==> src/rtl/div_adder_seq_if.sv <==
`default_nettype none
// ============================================================================
//  Module   : div_adder_seq_if
//  Purpose  : Operation, result and shared-adder signals of div_adder_seq.
//  Revision : 1.0  initial release
// ============================================================================
interface div_adder_seq_if #(
   parameter int DATA_W = 32
);
   logic              in_valid;
   logic              in_ready;
   logic              in_signed;
   logic [DATA_W-1:0] in_a;
   logic [DATA_W-1:0] in_b;
   logic              out_valid;
   logic              out_ready;
   logic [DATA_W-1:0] out_q;
   logic [DATA_W-1:0] out_r;
   logic              out_dbz;
   logic              add_req;
   logic              add_gnt;
   logic              add_cin;
   logic [DATA_W-1:0] add_a;
   logic [DATA_W-1:0] add_b;
   logic [DATA_W-1:0] add_o;
   logic              add_carry;
   logic              flush;

   // Environment side: issues ops, consumes results, owns the adder/arbiter.
   modport master (
      output in_valid, in_signed, in_a, in_b, out_ready,
      output add_gnt, add_o, add_carry, flush,
      input  in_ready, out_valid, out_q, out_r, out_dbz,
      input  add_req, add_cin, add_a, add_b
   );

   // Sequencer side.
   modport slave (
      input  in_valid, in_signed, in_a, in_b, out_ready,
      input  add_gnt, add_o, add_carry, flush,
      output in_ready, out_valid, out_q, out_r, out_dbz,
      output add_req, add_cin, add_a, add_b
   );
endinterface
`default_nettype wire

==> src/rtl/div_adder_seq.sv <==
`default_nettype none
// ============================================================================
//  Module   : div_adder_seq
//  Purpose  : 32-bit restoring DIV/DIVU sequencer using a borrowed ALU adder.
//             Optional macro DIV_SEQ_FLUSH_EN enables the flush input.
//  Revision : 1.0  initial release
// ============================================================================
module div_adder_seq #(
   parameter int DATA_W = 32,
   parameter int CNT_W  = 5
) (
   input  logic            clk,
   input  logic            resetn,
   div_adder_seq_if.slave  bus
);

   typedef enum logic [2:0] {
      S_IDLE  = 3'd0,
      S_ABS_A = 3'd1,
      S_ABS_B = 3'd2,
      S_ITER  = 3'd3,
      S_FIX_Q = 3'd4,
      S_FIX_R = 3'd5,
      S_DONE  = 3'd6
   } state_t;

   state_t            r_state;
   logic [DATA_W-1:0] r_dvd;
   logic [DATA_W-1:0] r_div;
   logic [DATA_W-1:0] r_rem;
   logic [CNT_W-1:0]  r_cnt;
   logic              r_neg_a;
   logic              r_neg_b;
   logic [DATA_W-1:0] r_out_q;
   logic [DATA_W-1:0] r_out_r;
   logic              r_out_dbz;

   logic              w_flush;
   logic              w_need_add;
   logic              w_req;
   logic              w_step;
   logic              w_qbit;
   logic [DATA_W-1:0] w_rem_sh;
   logic [DATA_W-1:0] w_op_a;
   logic [DATA_W-1:0] w_op_b;

`ifdef DIV_SEQ_FLUSH_EN
   assign w_flush = bus.flush;
`else
   logic w_unused_flush;
   assign w_unused_flush = bus.flush;
   assign w_flush        = 1'b0;
`endif

   // Low word of {rem,dvd} << 1; the bit shifted out of rem is r_rem[MSB].
   assign w_rem_sh = {r_rem[DATA_W-2:0], r_dvd[DATA_W-1]};
   assign w_qbit   = r_rem[DATA_W-1] | bus.add_carry;

   always_comb begin
      w_need_add = 1'b0;
      w_op_a     = '0;
      w_op_b     = '0;
      case (r_state)
         S_ABS_A: begin
            w_need_add = r_neg_a;
            w_op_b     = r_dvd;
         end
         S_ABS_B: begin
            w_need_add = r_neg_b;
            w_op_b     = r_div;
         end
         S_ITER: begin
            w_need_add = 1'b1;
            w_op_a     = w_rem_sh;
            w_op_b     = r_div;
         end
         S_FIX_Q: begin
            w_need_add = r_neg_a ^ r_neg_b;
            w_op_b     = r_dvd;
         end
         S_FIX_R: begin
            w_need_add = r_neg_a;
            w_op_b     = r_rem;
         end
         default: begin
            w_need_add = 1'b0;
         end
      endcase
   end

   // Every adder use is a subtraction (negate = 0 - x, trial = rem - div).
   assign w_req        = w_need_add & ~w_flush;
   assign w_step       = ~w_need_add | bus.add_gnt;
   assign bus.add_req  = w_req;
   assign bus.add_cin  = w_req;
   assign bus.add_a    = w_req ? w_op_a : '0;
   assign bus.add_b    = w_req ? w_op_b : '0;

   assign bus.in_ready  = (r_state == S_IDLE) & ~w_flush;
   assign bus.out_valid = (r_state == S_DONE) & ~w_flush;
   assign bus.out_q     = r_out_q;
   assign bus.out_r     = r_out_r;
   assign bus.out_dbz   = r_out_dbz;

   always_ff @(posedge clk or negedge resetn) begin
      if (!resetn) begin
         r_state   <= S_IDLE;
         r_dvd     <= '0;
         r_div     <= '0;
         r_rem     <= '0;
         r_cnt     <= '0;
         r_neg_a   <= 1'b0;
         r_neg_b   <= 1'b0;
         r_out_q   <= '0;
         r_out_r   <= '0;
         r_out_dbz <= 1'b0;
      end else if (w_flush) begin
         r_state <= S_IDLE;
      end else begin
         case (r_state)
            S_IDLE: begin
               if (bus.in_valid) begin
                  r_dvd   <= bus.in_a;
                  r_div   <= bus.in_b;
                  r_rem   <= '0;
                  r_cnt   <= '1;
                  r_neg_a <= bus.in_signed & bus.in_a[DATA_W-1];
                  r_neg_b <= bus.in_signed & bus.in_b[DATA_W-1];
                  if (bus.in_b == '0) begin
                     r_out_q   <= '1;
                     r_out_r   <= bus.in_a;
                     r_out_dbz <= 1'b1;
                     r_state   <= S_DONE;
                  end else begin
                     r_state <= S_ABS_A;
                  end
               end
            end
            S_ABS_A: begin
               if (w_step) begin
                  if (w_need_add) r_dvd <= bus.add_o;
                  r_state <= S_ABS_B;
               end
            end
            S_ABS_B: begin
               if (w_step) begin
                  if (w_need_add) r_div <= bus.add_o;
                  r_state <= S_ITER;
               end
            end
            S_ITER: begin
               if (bus.add_gnt) begin
                  r_rem <= w_qbit ? bus.add_o : w_rem_sh;
                  r_dvd <= {r_dvd[DATA_W-2:0], w_qbit};
                  if (r_cnt == '0) begin
                     r_state <= S_FIX_Q;
                  end else begin
                     r_cnt <= r_cnt - CNT_W'(1);
                  end
               end
            end
            S_FIX_Q: begin
               if (w_step) begin
                  if (w_need_add) r_dvd <= bus.add_o;
                  r_state <= S_FIX_R;
               end
            end
            S_FIX_R: begin
               if (w_step) begin
                  r_out_q   <= r_dvd;
                  r_out_r   <= w_need_add ? bus.add_o : r_rem;
                  r_out_dbz <= 1'b0;
                  r_state   <= S_DONE;
               end
            end
            S_DONE: begin
               if (bus.out_ready) r_state <= S_IDLE;
            end
            default: begin
               r_state <= S_IDLE;
            end
         endcase
      end
   end

endmodule
`default_nettype wire
==> src/flat_wrapper.sv <==
// flat-port wrapper written by rule: the top's interface ports become plain ports
module div_adder_seq_flat 
#(
   parameter int DATA_W = 32,
   parameter int CNT_W  = 5
)
  (clk, resetn, bus_in_valid, bus_in_signed, bus_in_a, bus_in_b, bus_out_ready, bus_add_gnt, bus_add_o, bus_add_carry, bus_flush, bus_in_ready, bus_out_valid, bus_out_q, bus_out_r, bus_out_dbz, bus_add_req, bus_add_cin, bus_add_a, bus_add_b);
  div_adder_seq_if #(.DATA_W(DATA_W)) bus_i ();
  input  logic clk;
  input  logic resetn;
  input wire logic [$bits(bus_i.in_valid)-1:0] bus_in_valid;
  input wire logic [$bits(bus_i.in_signed)-1:0] bus_in_signed;
  input wire logic [$bits(bus_i.in_a)-1:0] bus_in_a;
  input wire logic [$bits(bus_i.in_b)-1:0] bus_in_b;
  input wire logic [$bits(bus_i.out_ready)-1:0] bus_out_ready;
  input wire logic [$bits(bus_i.add_gnt)-1:0] bus_add_gnt;
  input wire logic [$bits(bus_i.add_o)-1:0] bus_add_o;
  input wire logic [$bits(bus_i.add_carry)-1:0] bus_add_carry;
  input wire logic [$bits(bus_i.flush)-1:0] bus_flush;
  output wire logic [$bits(bus_i.in_ready)-1:0] bus_in_ready;
  output wire logic [$bits(bus_i.out_valid)-1:0] bus_out_valid;
  output wire logic [$bits(bus_i.out_q)-1:0] bus_out_q;
  output wire logic [$bits(bus_i.out_r)-1:0] bus_out_r;
  output wire logic [$bits(bus_i.out_dbz)-1:0] bus_out_dbz;
  output wire logic [$bits(bus_i.add_req)-1:0] bus_add_req;
  output wire logic [$bits(bus_i.add_cin)-1:0] bus_add_cin;
  output wire logic [$bits(bus_i.add_a)-1:0] bus_add_a;
  output wire logic [$bits(bus_i.add_b)-1:0] bus_add_b;
  assign bus_i.in_valid = bus_in_valid;
  assign bus_i.in_signed = bus_in_signed;
  assign bus_i.in_a = bus_in_a;
  assign bus_i.in_b = bus_in_b;
  assign bus_i.out_ready = bus_out_ready;
  assign bus_i.add_gnt = bus_add_gnt;
  assign bus_i.add_o = bus_add_o;
  assign bus_i.add_carry = bus_add_carry;
  assign bus_i.flush = bus_flush;
  assign bus_in_ready = bus_i.in_ready;
  assign bus_out_valid = bus_i.out_valid;
  assign bus_out_q = bus_i.out_q;
  assign bus_out_r = bus_i.out_r;
  assign bus_out_dbz = bus_i.out_dbz;
  assign bus_add_req = bus_i.add_req;
  assign bus_add_cin = bus_i.add_cin;
  assign bus_add_a = bus_i.add_a;
  assign bus_add_b = bus_i.add_b;
  div_adder_seq #(.DATA_W(DATA_W), .CNT_W(CNT_W)) u_core (.clk(clk), .resetn(resetn), .bus(bus_i));
endmodule
==> config.mk <==
export PLATFORM = sky130hd
export DESIGN_NAME = div_adder_seq_flat
export DESIGN_NICKNAME = d
export VERILOG_FILES = /design/src/rtl/div_adder_seq_if.sv /design/src/rtl/div_adder_seq.sv /design/src/flat_wrapper.sv
export SDC_FILE = /design/constraint.sdc
export NUM_CORES = 1
export LEC_CHECK = 0
export ABC_CLOCK_PERIOD_IN_PS = 7700
export CAP_MARGIN = 20
export CORE_MARGIN = 4
export CORE_UTILIZATION = 55
export CTS_CLUSTER_SIZE = 40
export DETAILED_ROUTE_END_ITERATION = 6
export PLACE_DENSITY_LB_ADDON = 0.05
export SETUP_SLACK_MARGIN = 0.15
export SLEW_MARGIN = 15
export SYNTH_ARGS = -nofsm -noshare
export SYNTH_HDL_FRONTEND = slang
export SYNTH_SLANG_ARGS = --single-unit
==> constraint.sdc <==
create_clock -name clk -period 7.7 [get_ports clk]
set_input_delay 2.31 -clock clk [delete_from_list [all_inputs] [get_ports clk]]
set_output_delay 2.31 -clock clk [all_outputs]
set_load 0.05 [all_outputs]
Yosys cells after proc, flatten, opt, wreduce, memory -nomap -nowiden
Cells that the tools add are included.
{"block": "classes", "n_mux": 43, "reduce_logical": 17, "n_addsub": 1, "n_bitwise": 6, "eq_ne": 19}
{"op": "$mux 32", "count": 18}
{"op": "$pmux 32 s2", "count": 4}
{"op": "$pmux 32 s3", "count": 2}
{"op": "$logic_not 32->1", "count": 1}
{"op": "$mux 3", "count": 9}
{"op": "$pmux 3 s7", "count": 1}
{"op": "$ne 2x1->1 const B", "count": 9}
{"op": "$mux 5", "count": 3}
{"op": "$reduce_and 4->1", "count": 3}
{"op": "$pmux 5 s2", "count": 1}
{"op": "$eq 3x3->1 const B", "count": 3}
{"op": "$ne 2x2->1 const B", "count": 4}
{"op": "$reduce_and 8->1", "count": 1}
{"op": "$eq 3x2->1 const B", "count": 2}
{"op": "$reduce_bool 2->1", "count": 3}
{"op": "$reduce_or 2->1", "count": 3}
{"op": "$logic_not 5->1", "count": 1}
{"op": "$reduce_and 5->1", "count": 1}
{"op": "$sub 5x1->5 const B", "count": 1}
{"op": "$pmux 1 s4", "count": 1}
{"op": "$eq 3x1->1 const B", "count": 1}
{"op": "$logic_not 3->1", "count": 1}
{"op": "$mux 1", "count": 3}
{"op": "$reduce_and 3->1", "count": 1}
{"op": "other kinds (7)", "count": 9}
{"block": "totals", "reg_bits": 171, "out_inout_bits": 133, "inputBits": 104}

Logic depth before layout (Yosys ltp)
{"block": "logic_depth", "depth_word": 7, "mapped_depth": 9, "depth_no_buf": 7}

Worst setup path after synthesis
Ideal clock, no wire load.
{"block": "synth_timing", "path_type": "reg2out", "startpoint": "register u_core.r_state[0]", "endpoint": "output port bus_add_req", "path_slack_ps": 3111, "path_stages_with_launch": 8, "arrival_time_ps": 2279, "n_path_buf": 3, "t_required_ps": 5390, "cell_sequence": "dfrtp_1 > or2_2 > a21oi_1 > or2_1 > clkbuf_1 > buf_1 > inv_1 > buf_4"}
{"block": "synth_between", "elab_chain_cells": 3, "elab_cells_between_ends": 7, "cone_classes": "5 x eq/ne; 1 x mux; 1 x reduce/logical"}
{"item": "start: declaration", "line_no": "div_adder_seq.sv:27", "rtl": "state_t r_state;"}
{"item": "start signal: assignment", "line_no": "div_adder_seq.sv:107", "rtl": "r_state <= S_IDLE;"}
{"item": "start signal: assignment", "line_no": "div_adder_seq.sv:118", "rtl": "r_state <= S_IDLE;"}
{"item": "start signal: assignment", "line_no": "div_adder_seq.sv:133", "rtl": "r_state <= S_DONE;"}
{"item": "$eq 3x1->1 / $eq 3x3->1 (equally long branches)", "line_no": "div_adder_seq.sv:63", "rtl": "case (r_state)"}
{"item": "$reduce_or 2->1 (no line)"}
{"item": "$pmux 1 s4 (*)", "line_no": "div_adder_seq.sv:63"}
{"item": "end: declaration", "line_no": "flat_wrapper.sv:25", "rtl": "output wire logic [$bits(bus_i.add_req)-1:0] bus_add_req;"}
Every way passes the cells marked *; elsewhere a longest branch is shown, timed or not.

Worst setup path after layout
{"block": "layout_timing", "startpoint": "register u_core.r_state[0]", "endpoint": "output port bus_add_b[12]"}
{"block": "layout_between", "elab_chain_cells": 4, "elab_cells_between_ends": 11, "cone_classes": "5 x eq/ne; 3 x mux; 3 x reduce/logical"}
{"item": "$eq 3x1->1, or another cell as far along", "line_no": "div_adder_seq.sv:63"}
{"item": "$reduce_or 2->1 (no line)"}
{"item": "$pmux 1 s4 / $pmux 32 s3 (equally long branches)", "line_no": "div_adder_seq.sv:63"}
{"item": "$mux 32 (*)", "line_no": "div_adder_seq.sv:97", "rtl": "assign bus.add_b = w_req ? w_op_b : '0;"}
{"item": "end: declaration", "line_no": "flat_wrapper.sv:28", "rtl": "output wire logic [$bits(bus_i.add_b)-1:0] bus_add_b;"}
Marks and branches as above.

==> summary.txt <==
Worst hold path
  • Path type of the worst min-delay path: flip-flop to flip-flop
  • Hold wc startpoint: u_core.r_div[4]

Critical path
  • Crit path launch type: flip-flop
  • Critical path class: flip-flop to output port
  • WP data arrival: 4.19 ns
  • Worst setup EP type: output port
  • Reg-to-Reg Start: u_core.r_state[0]
  • Setup crit start: u_core.r_state[0]
  • Crit path max fanout: 34
  • CP Data Required Time: 5.39 ns

Logic synthesis
  • Cells after Synth: 1121
  • Syn nets: 1227
  • Avg Synthesized Cell Area: 9.026 sq um
  • Netlist Area Pre-Place: 0.01012 sq mm
  • Ys flop type: dfrtp_1
  • EDFF count, synth: 0
  • Seq cells post-synth: 171
  • Yosys warns: 0
  • Yosys cell types: 55
  • Seq/Total Area, Yosys: 42.29%
  • Async S/R FF share, synth: 100.0%

Route
  • Vias per cell: 6.395
  • Post-route ant nets: 0
  • Drt wl/cell: 22.17 um
  • Routed Wire Length: 33950 um
  • Drt pass-1 iters: 6
  • Initial drt markers: 841
  • DRC: 0
  • Via Count: 9791

Global route
  • Initial antenna violation count: 0
  • GRT Resource Usage Total: 32.90%
  • Met2 usage: 53.97%
  • GR Util met1: 43.27%
  • Number of global-route vias before repair: 9779
  • First-pass GRT wire length: 53140 um
  • GR peak layer: met2
  • Largest net degree at the start of global routing: 97
  • Gr ovfl total: 0
  • Routing usage on met3: 6.955%

Cells and area
  • FF/Latch Area: 0.004283 sq mm
  • Multi-input logic area: 0.005438 sq mm
  • Most common cell after layout, fill and taps aside: clkdlybuf4s50_1
  • Most frequent cells in the layout: 234 x clkdlybuf4s50_1, 168 x dfrtp_1, 167 x nor2_1
  • Ant. Diodes: 0
  • Layout Nets: 1396
  • Fill cell count: 1430
  • P&R area growth vs syn: 30.33%
  • Layout cells sized above 1: 9.908%

Outcome
  • Outcome: finished clean

Clock tree
  • CTS max path bufs: 2
  • CTS buffer count: 17
  • Clock Latency Late Sink: 0.43 ns
  • CTS tree: built
  • Setup bufs post-CTS: 0
  • TritonCTS Sinks: 171
  • Worst-path clk slew: 0.07 ns
  • Cts hold-fix bufs: 0
  • Post-CTS sizing: 0
  • H-tree depth: 4
  • Root Buffer: clkbuf_16

STA
  • Min cycle time layout: 6.504 ns
  • Part of the cycle the worst path needs: 84.46%
  • Final Hold Vio Count: 0
  • Final hold slack: 0.4798 ns
  • Setup TNS Final: 0 ns
  • Setup-failing EPs final: 0
  • Slew Limit Fails: 0
  • Slew @ Worst Pin: 1.085 ns
  • RSZ-0062 raised after global routing: false
  • Slew headroom: 27.48%
  • Final Skew: 0.009759 ns
  • Highest clock rate: 153.8 MHz

Place
  • Buffers on Ports: 235
  • DP Wirelength: 21740 um
  • Routability cong.: 0.8485

Die
  • Initial Utilization: 56.14%
  • Die footprint: 0.02063 sq mm
  • Die width: 143.6 um
  • Ports: 237
  • Die Ht: 143.6 um
  • Core area: 0.01802 sq mm
  • # rows: 49

Pwr
  • Max VDD drop: 0.2864 mV
  • Pwr Total: 6.642 mW
  • Pwr/cell area: 503.6 mW/mm^2
  • LEAKAGE: 5.352 nW

Run
  • Max Cap Violations: 0
area by class of cell:
cell class | count | share of cell area (%)
Sequential cell | 171 | 32.48
Multi-Input combinational cell | 835 | 41.23
Clock inverter | 13 | 1.110
Timing Repair Buffer | 256 | 19.50
Tap cell | 229 | 2.173
Clock buffer | 18 | 3.254
Inverter | 9 | 0.2562
layer usage:
metal	routed length (um)	up-vias
li1	-	4396
met5	0	-
met2	16450	510
met4	1059	0
met3	3087	87
met1	13340	4798
cells by family (layout without fill, tap and decap cells):
logic type | count (synthesis) | count (layout) | synth area share (%)
compound gates | 322 | 322 | 21.36
xor+xnor | 5 | 5 | 0.4328
fa+ha+maj | 2 | 2 | 0.2473
buf+inv | 115 | 296 | 4.748
flops | 171 | 171 | 42.29
mux | 127 | 127 | 13.99
simple gates | 379 | 379 | 16.94
power by group:
group	leakage [nW]	internal, mW	switching (mW)	total, mW
Combinational	3.04	1.42	2.61	4.04
Sequential	2.04	1.31	0.443	1.75
Clock	0.265	0.478	0.378	0.856
cell usage after synthesis, types with 2 or more instances:
library cell | number | area [sq um]
a211oi_1 | 33 | 247.7
a21oi_1 | 42 | 210.2
a22oi_1 | 64 | 480.5
a31oi_1 | 34 | 212.7
and2_1 | 33 | 206.5
buf_1 | 6 | 22.52
buf_2 | 18 | 90.09
buf_6 | 3 | 33.78
clkbuf_1 | 78 | 292.8
dfrtp_1 | 171 | 4279
ha_1 | 2 | 25.02
inv_1 | 8 | 30.03
mux2_1 | 11 | 123.9
mux2_2 | 36 | 405.4
mux2_4 | 17 | 255.2
mux2i_1 | 63 | 630.6
nand2_1 | 104 | 390.4
nand2b_1 | 4 | 25.02
nand4_1 | 2 | 12.51
nor2_1 | 172 | 645.6
nor3_1 | 5 | 25.02
nor4_1 | 42 | 262.8
o2111ai_1 | 2 | 17.52
o211a_1 | 2 | 20.02
o211ai_1 | 5 | 37.54
o21ai_0 | 59 | 295.3
o21ai_1 | 8 | 40.04
o21bai_1 | 32 | 240.2
o31a_1 | 32 | 280.3
or2_1 | 3 | 18.77
or3b_2 | 3 | 26.28
xor2_1 | 4 | 35.03
through the flow:
stage | cell area (sq um) | cells | setup WS [ns] | utilization (%)
2_1_floorplan | 10120 | 1121 | 3.111 | -
3_3_place_gp | 12530 | 1497 | 1.699 | 69.51
3_5_place_dp | 12530 | 1497 | 1.710 | 69.51
4_1_cts | 13110 | 1528 | 1.234 | 72.71
5_1_grt | 13190 | 1531 | 1.045 | 73.16
6_report | 13190 | 1531 | 1.196 | 73.16
final timing paths:
check	cells past startpoint	to	slack (ns)
setup / recovery	8	bus_add_b[12]	1.20
hold / removal	2	u_core.r_div[4]	0.48
setup reg to reg	8	u_core.bus.out_r[13]	4.22
hold reg to reg	2	u_core.r_div[4]	0.48
max in group asynchronous	2	u_core.r_state[2]	4.85
min in group asynchronous	1	u_core.r_cnt[3]	1.75
registers in the layout, summed over array words and instances (netlist names):
name,count
u_core.r_state,3
u_core.bus.out_r,32
u_core.r_dvd,32
u_core.r_neg_a,1
u_core.r_div,32
u_core.bus.out_q,32
u_core.r_rem,32
u_core.r_neg_b,1
u_core.r_cnt,5
u_core.bus.out_dbz,1
worst max-delay path, cell delays in order (launching register included):
cell and delay [ns]:
dfrtp_2 0.60, buf_4 0.34, a21oi_1 0.16, o211a_1 0.16
buf_4 0.40, or2_2 0.70, buf_4 0.52, nor2_1 0.10
clkdlybuf4s50_1 0.76
(Power assumes the default switching activity.)
==> edit: new RTL, config.mk and constraints unchanged <==
The option `DIV_SEQ_FLUSH_EN` is turned on by a define.
--- a/src/rtl/div_adder_seq.sv
+++ b/src/rtl/div_adder_seq.sv
@@ -7,2 +7,4 @@
 // ============================================================================
+`define DIV_SEQ_FLUSH_EN
+
 module div_adder_seq #(
Behaviour: not the same (Yosys sat finds a counterexample within 4 cycles, from zero or initial values and one cycle with resetn low).
==> edit against the original RTL <==
Sequential cell count stayed put. Final cell count up 7.3%. Cell area grew 3.8%. Total power fell by 30%. Clock skew rose by 0.0029 ns. Setup slack worse by 0.21 ns. Synthesized area rose by 7.5%. Routed wire length up 11%. Critical path type is now in -> out. Largest cell class unchanged.
==> edit: results (changes against the original RTL) <==
status finished, final reports clean; critical path launch point bus_flush; sequential cell area fraction in the yosys report 39.33% (-3.0 points); r2r startpoint u_core.r_state[2]; ys flop type dfrtp_1; Reg clk slew, reported paths 0.07 ns (about the same); initial antenna violation count 0 (unchanged); clk_skew 0.01268 ns (+0.002925 ns); DP Cell Count 1,612 (+7.7%); nets 1,472 (+5.4%); layout cell share with drive strength beyond 1 19.59% (+9.7 points); Synth area leaders dfrtp_1 39%, mux2_2 7.2%, mux2i_1 5.8%; overall routing resource usage 33.36% (+0.47 points); placer congestion estimate 0.8836 (+4.1%); initial drt markers 1,203 (+43%); LEAKAGE 5.741 nW (+7.3%); HP Start u_core.r_cnt[0]; IO Port Bufs 236 (+0.43%); synthesis warning total 0 (unchanged); Via density 6.472 (+1.2%); detailed placement HPWL 23,560 um (+8.4%); first-pass GRT wire length 58,190 um (+9.5%); postcts setup bufs 0 (unchanged); Placement Cell Area 13,110 um2 (+4.6%); Num CTS Buffers 17 (unchanged); Peak supply drop 0.2028 mV (-29%); vias in the first global route 10,200 (+4.3%); CP Data Arrival Time 4.40 ns (+0.21 ns); pin count of the biggest net entering global routing 84 (-13%); H-tree levels 4 (unchanged); largest fanout on the critical path 34 (unchanged); routed vias 10,630 (+8.6%); clk root buf clkbuf_16; Slew @ Worst Pin 1.159 ns (+0.07417 ns); Post-synth top cells 171 x dfrtp_1, 138 x nor2_1, 106 x a21oi_1; fraction of registers with async set/reset 100.0% (unchanged); pre-CTS setup slack 1.040 ns (-0.6691 ns); Cell variety after synth 56 (+1.8%); Syn Nets 1,317 (+7.3%); area growth from synthesis to layout 25.79%; drt first pass iters 5 (-1); routed wire length 37,640 um (+11%); synthesized area per cell 8.984 um2 (-0.47%)
==> edit: cell types whose count changed in the layout (fill, tap and decap cells not counted), moves of 33 or more <==
cell / delta
a21oi_1: +65
and2_1: -33
and3_1: +36
buf_4: +69
clkdlybuf4s50_1: -65
mux2_2: +34
nand2_1: -57
nand3_1: +39
o22ai_1: +34
==> edit: metrics by stage <==
stage	util, %	hold slack, ns
CTS	70.31	0.5075
floorplan	-	0.4625
finish	70.31	0.5054
global placement	67.23	0.4867
detailed placement	67.37	0.4924
global route	70.31	0.5186
==> edit: final timing paths <==
kind,to,slack (ns),depth (start not counted)
setup / recovery,bus_add_a[27],0.99,5
hold / removal,u_core.r_cnt[0],0.51,1
setup reg to reg,u_core.bus.out_r[29],3.52,6
hold reg to reg,u_core.r_cnt[0],0.51,1
max in group asynchronous,u_core.r_state[2],4.50,2
min in group asynchronous,u_core.bus.out_q[25],1.86,1
==> edit: metal layers <==
| metal | vias up | share of wire [%] | global-route usage [%] |
|---|---|---|---|
| met2 | 677 | 46 | 52.26 |
| met5 | - | 0 | 0 |
| li1 | 4740 | - | - |
| met3 | 86 | 10 | 6.612 |
| met1 | 5130 | 41 | 46.63 |
| met4 | 0 | 2.4 | 11.36 |
==> edit: logic make-up (layout without fill, tap and decap cells) <==
kind of cell / Yosys count / count (layout) / share of synthesized area (%)
fa+ha+maj: 2 / 2 / 0.2300
mux: 159 / 159 / 16.63
simple gates: 368 / 368 / 17.10
compound gates: 348 / 348 / 19.89
xor+xnor: 4 / 4 / 0.3220
buf+inv: 159 / 326 / 6.498
flops: 171 / 171 / 39.33
==> edit: layout make-up <==
cell class,count,area [um2]
multi-input combinational,881,5969
fill,1578,5778
sequential,171,4288
timing repair buffer,258,2384
clock buffer,18,429.2
tap,265,331.6
clock inverter,13,143.9
inverter,37,138.9
==> edit: worst max-delay path, stage by stage <==
cell and delay [ns]:
clkdlybuf4s50_1 0.61, or3_1 0.49, inv_2 0.50, and3_1 0.28, buf_4 0.20
==> edit: report_power, final <==
group          switching, mW  internal, mW
clock                  0.384         0.479
combinational           1.41         0.855
sequential             0.332          1.17
